$ cat config.mk
export PLATFORM = sky130hd
export DESIGN_NAME = serial_cmp_ctrl
export DESIGN_NICKNAME = d
export VERILOG_FILES = /design/src/rtl/cmp_pkg.sv /design/src/rtl/cmp_bit_cell.sv /design/src/rtl/serial_cmp_ctrl.sv
export SDC_FILE = /design/constraint.sdc
export NUM_CORES = 1
export LEC_CHECK = 0
export BUFFER_PORTS_ARGS = -buffer_cell sky130_fd_sc_hd__buf_2
export CORE_MARGIN = 2
export CORE_UTILIZATION = 52
export CTS_BUF_LIST = sky130_fd_sc_hd__clkbuf_8
export CTS_CLUSTER_DIAMETER = 30
export DETAILED_ROUTE_END_ITERATION = 12
export PLACE_DENSITY_LB_ADDON = 0.12
export SLEW_MARGIN = 20
export SYNTH_ARGS = -nofsm -noshare
export SYNTH_HDL_FRONTEND = slang
export SYNTH_SLANG_ARGS = --single-unit
$ cat constraint.sdc
create_clock -name clk -period 1.8 [get_ports clk]
set_input_delay 0.36 -clock clk [delete_from_list [all_inputs] [get_ports clk]]
set_output_delay 0.36 -clock clk [all_outputs]
set_load 0.02 [all_outputs]
$ cat src/rtl/cmp_pkg.sv
// cmp_pkg: shared FSM states, {lt,eq,gt} result encoding and sizing helper
// for the bit-serial comparator.
package cmp_pkg;
   typedef enum logic [1:0] {IDLE, RUN, DONE} state_t;
   localparam logic [2:0] LT = 3'b100;
   localparam logic [2:0] EQ = 3'b010;
   localparam logic [2:0] GT = 3'b001;
   function automatic int clog2(input int v);
      int r;
      r = 0;
      while ((1 << r) < v) r++;
      return r;
   endfunction
endpackage

$ cat src/rtl/cmp_bit_cell.sv
// cmp_bit_cell: one-bit cascade magnitude-compare cell; l/g stay sticky once the
// operands have diverged.
module cmp_bit_cell (
   input  logic a,
   input  logic b,
   input  logic l,
   input  logic g,
   input  logic e,
   output logic lt,
   output logic gt,
   output logic eq
);
   assign lt = l | (e & ~a & b);
   assign gt = g | (e & a & ~b);
   assign eq = e & ~(a ^ b);
endmodule

$ cat src/rtl/serial_cmp_ctrl.sv
// serial_cmp_ctrl: bit-serial MSB-first magnitude comparator reusing a single
// cascade cell, with start/busy/done handshake and optional early exit.
module serial_cmp_ctrl
   import cmp_pkg::*;
#(
   parameter int WIDTH = 8,
   parameter bit EARLY_EXIT = 1'b1,
   localparam int CW = clog2(WIDTH + 1)
) (
   input  logic             clk,
   input  logic             rst_n,
   input  logic             start,
   input  logic [WIDTH-1:0] a,
   input  logic [WIDTH-1:0] b,
   output logic             busy,
   output logic             done,
   output logic             lt,
   output logic             eq,
   output logic             gt,
   output logic [CW-1:0]    steps
);
   state_t state_q, state_d;
   logic [WIDTH-1:0] a_sh_q, a_sh_d, b_sh_q, b_sh_d;
   logic l_q, l_d, g_q, g_d, e_q, e_d;
   logic [CW-1:0] idx_q, idx_d, cnt_q, cnt_d, steps_q, steps_d;
   logic [2:0] res_q, res_d;
   logic l_n, g_n, e_n;

   cmp_bit_cell u_cell (
      .a  (a_sh_q[WIDTH-1]),
      .b  (b_sh_q[WIDTH-1]),
      .l  (l_q),
      .g  (g_q),
      .e  (e_q),
      .lt (l_n),
      .gt (g_n),
      .eq (e_n)
   );

   always_comb begin
      state_d = state_q;
      a_sh_d  = a_sh_q;
      b_sh_d  = b_sh_q;
      l_d     = l_q;
      g_d     = g_q;
      e_d     = e_q;
      idx_d   = idx_q;
      cnt_d   = cnt_q;
      steps_d = steps_q;
      res_d   = res_q;
      if (state_q == RUN) begin
         a_sh_d = a_sh_q << 1;
         b_sh_d = b_sh_q << 1;
         l_d    = l_n;
         g_d    = g_n;
         e_d    = e_n;
         cnt_d  = cnt_q + CW'(1);
         idx_d  = idx_q - CW'(1);
         // results are captured on the way into DONE so they are valid with done
         if (idx_q == '0 || (EARLY_EXIT && !e_n)) begin
            state_d = DONE;
            res_d   = l_n ? LT : (g_n ? GT : EQ);
            steps_d = cnt_q + CW'(1);
         end
      end else if (start) begin
         state_d = RUN;
         a_sh_d  = a;
         b_sh_d  = b;
         l_d     = 1'b0;
         g_d     = 1'b0;
         e_d     = 1'b1;
         idx_d   = CW'(WIDTH - 1);
         cnt_d   = '0;
      end else begin
         state_d = IDLE;
      end
   end

   always_ff @(posedge clk or negedge rst_n) begin
      if (!rst_n) begin
         state_q <= IDLE;
         a_sh_q  <= '0;
         b_sh_q  <= '0;
         l_q     <= 1'b0;
         g_q     <= 1'b0;
         e_q     <= 1'b0;
         idx_q   <= '0;
         cnt_q   <= '0;
         steps_q <= '0;
         res_q   <= '0;
      end else begin
         state_q <= state_d;
         a_sh_q  <= a_sh_d;
         b_sh_q  <= b_sh_d;
         l_q     <= l_d;
         g_q     <= g_d;
         e_q     <= e_d;
         idx_q   <= idx_d;
         cnt_q   <= cnt_d;
         steps_q <= steps_d;
         res_q   <= res_d;
      end
   end

   assign busy         = (state_q == RUN);
   assign done         = (state_q == DONE);
   assign {lt, eq, gt} = res_q;
   assign steps        = steps_q;
endmodule

==> results_dict.tcl <==
set metrics [dict create \
    syn_to_final_growth_pct 19.60 \
    rsz0062_at_grt "yes" \
    hold_viol_final 0 \
    io_pins 28 \
    cts_made_buffers 5 \
    drive_gt1_share_pct 29.41 \
    avgSynthCellArea_um2 10.83 \
    crit_chain "inv_2, ha_4, or3b_4, a31oi_4, mux2_2" \
    grt_pass1_wl_mm 5.375 \
    port_buffers 27 \
    cp-start-kind "flop" \
    final_common_cell "dfrtp_1" \
    max_slew_margin_pct 70.72 \
    required_ns 1.97 \
    drt_first_pass_iters 4 \
    ant_nets 0 \
    period_needed_ns 1.772 \
    rows 20 \
    crit_family "flip-flops" \
    synthCells 152 \
    clock-root-buffer "clkbuf_8" \
    cp.arrival_ns 1.94 \
    combPwrFrac_pct 41.6 \
    dpl-instance-area_um2 1869 \
    drv_cap 0 \
    cts-hold-fix-buffers 0 \
    via_count 1183 \
    hp-class "input port to async pin" \
    core_area_um2 3028 \
    dp_slack_ns -0.01095 \
    p_per_area_nw_per_um2 1650 \
    antenna_found_initial 0 \
    leakagePower_nw 0.9864 \
    critPathMaxFanout 6 \
    final.period_utilization_pct 98.42 \
    grt_max_degree 37 \
    syn_area_um2 1647 \
    initial_core_util_pct 54.38 \
    p_total_w 0.003249 \
    first_iter_violations 73 \
    worst_hold_slack_ns 0.1048 \
    overflow 0 \
    ys_seq_area_share_pct 54.71 \
    critPathCaptureType "flop" \
    layout_setup_ws_ns 0.02844 \
    fp.dieH_um 60.27 \
    clk_pin_slew_ns 0.06 \
    drc 0 \
    hpwl_mm 2.278 \
    synth_warnings 0 \
    nNetsFinal 210 \
    clock-sinks 36 \
    switching_power_w 0.001227 \
    ys_ff_latch 36 \
    die-area_um2 3632 \
    synthesis.nets 173 \
    place_congestion 0.7596 \
    clock_skew_ns 0.004208 \
    peakVddDrop_mv 0.7239 \
    htree_levels 2 \
    fmax_mhz 564.5 \
    cts_tree "done" \
    fp.dieW_um 60.27 \
    avgRoutedWirePerCell_um 13.20 \
    design_area_um2 1969 \
    setup_violations 0 \
    insertedDiodeCount 0 \
    p_int_w 0.002022 \
    grt_pass1_vias 1193 \
    final_cell_mix "dfrtp_1 (36), buf_2 (27), nand2_1 (20), mux2i_1 (20), o21ai_0 (19)" \
    drt_wl_total_mm 3.050 \
    viasPerCell 5.121 \
    critPathSlowestCell "dfrtp_1" \
    crit_buf_inv 1 \
    status "completed" \
    p_seq_share_pct 43.1 \
    p_sw_share_pct 37.76 \
    clk_latency_ns 0.28 \
    drv_slew 0 \
    power_frac_clock_pct 15.3 \
    worstMarginPinSlew_ns 0.4392 \
    yosys.cell_types.count 26 \
    slowest_delay_ns 0.40 \
    clock_path_buffers 2 \
    grt_util_all_layers_pct 20.58 \
    worstSetupPathType "flop to flop" \
]
-- final cells by class --
type                    count  area, um^2
flip-flops and latches     36       900.9
inverters                   9       33.78
multi-input cells         100       700.7
clock buffers               5       68.82
well taps                  44       55.05
repair buffers             37       210.2
fillers                   238        1059
-- kinds of logic after synthesis --
kind of cell,count (synthesis),share of synthesized area (%)
compound gates,27,9.955
xor+xnor,4,2.128
fa+ha+maj,2,1.520
buf+inv,16,3.723
flops,36,54.71
mux,27,16.95
simple gates,40,11.02
-- path summary, 6_finish.rpt --
| check | slack [ns] | cells past startpoint | endpoint | startpoint |
|---|---|---|---|---|
| setup / recovery | 0.03 | 5 | steps[3] | idx_q[1] |
| hold / removal | 0.10 | 2 | b_sh_q[5] | rst_n |
| setup reg to reg | 0.03 | 5 | steps[3] | idx_q[1] |
| hold reg to reg | 0.48 | 2 | a_sh_q[4] | a_sh_q[3] |
| min in group clk | 0.33 | 3 | b_sh_q[0] | b[0] |
| max in group asynchronous | 1.38 | 2 | idx_q[1] | rst_n |
-- stage by stage --
step           cells  setup TNS [ns]  utilization [%]
2_1_floorplan    152               0                -
3_3_place_gp     224               0            61.74
3_5_place_dp     224        -0.02099            61.74
4_1_cts          229               0            64.01
5_1_grt          231         -0.1246            65.04
6_report         231               0            65.04
-- worst register-to-register path, cell delays in order, from the launching register on --
cell	delay [ns]
dfrtp_1	0.40
inv_2	0.08
ha_4	0.13
or3b_4	0.39
a31oi_4	0.29
mux2_2	0.37
-- routing by layer --
layer | GRT usage (%) | wire (um) | vias up
met5 | 0 | 0 | -
met1 | 26.36 | 1359 | 561
met4 | 8.571 | 60 | 0
met2 | 31.99 | 1503 | 26
met3 | 6.710 | 127 | 8
li1 | - | - | 588
-- flip-flops by register name (all words and copies together), names as in the netlist --
register  flops
idx_q         4
g_q           1
res_q         3
state_q       2
e_q           1
l_q           1
steps         4
b_sh_q        8
cnt_q         4
a_sh_q        8
-- what timing repair did --
item,4_1_cts,5_1_grt
endpoints found under the setup margin,4,7
hold endpoints to repair,0,0
gates resized for setup,0,6
buffers inserted,0,2
pin swaps,1,2
-- cell usage after synthesis --
master    count  area share [%]
a21o_1        1            0.46
a21oi_1       3            0.91
a22o_1        1            0.53
a31oi_4       1             1.3
and3b_1       2             1.1
buf_1         2            0.46
buf_2         1            0.30
clkbuf_1      4            0.91
dfrtp_1      36              55
ha_1          2             1.5
inv_1         9             2.1
mux2_2        7             4.8
mux2i_1      20              12
nand2_1      20             4.6
nand2b_1      1            0.38
nand3_1       3            0.91
nor2_1        9             2.1
nor2b_1       1            0.38
nor3_1        2            0.61
nor4_1        1            0.38
o21ai_0      19             5.8
o221ai_1      1            0.53
o31ai_1       1            0.46
or3b_4        1            0.68
xnor2_1       2             1.1
xor2_1        2             1.1
-- power groups by stage --
stage               combinational, W  clock [W]  sequential [W]
floorplan                   0.000862          0         0.00141
global placement             0.00123          0         0.00139
detailed placement           0.00130          0         0.00141
CTS                          0.00131   0.000514         0.00140
global route                 0.00154   0.000544         0.00144
finish                       0.00135   0.000498         0.00140
(Power assumes the default switching activity.)
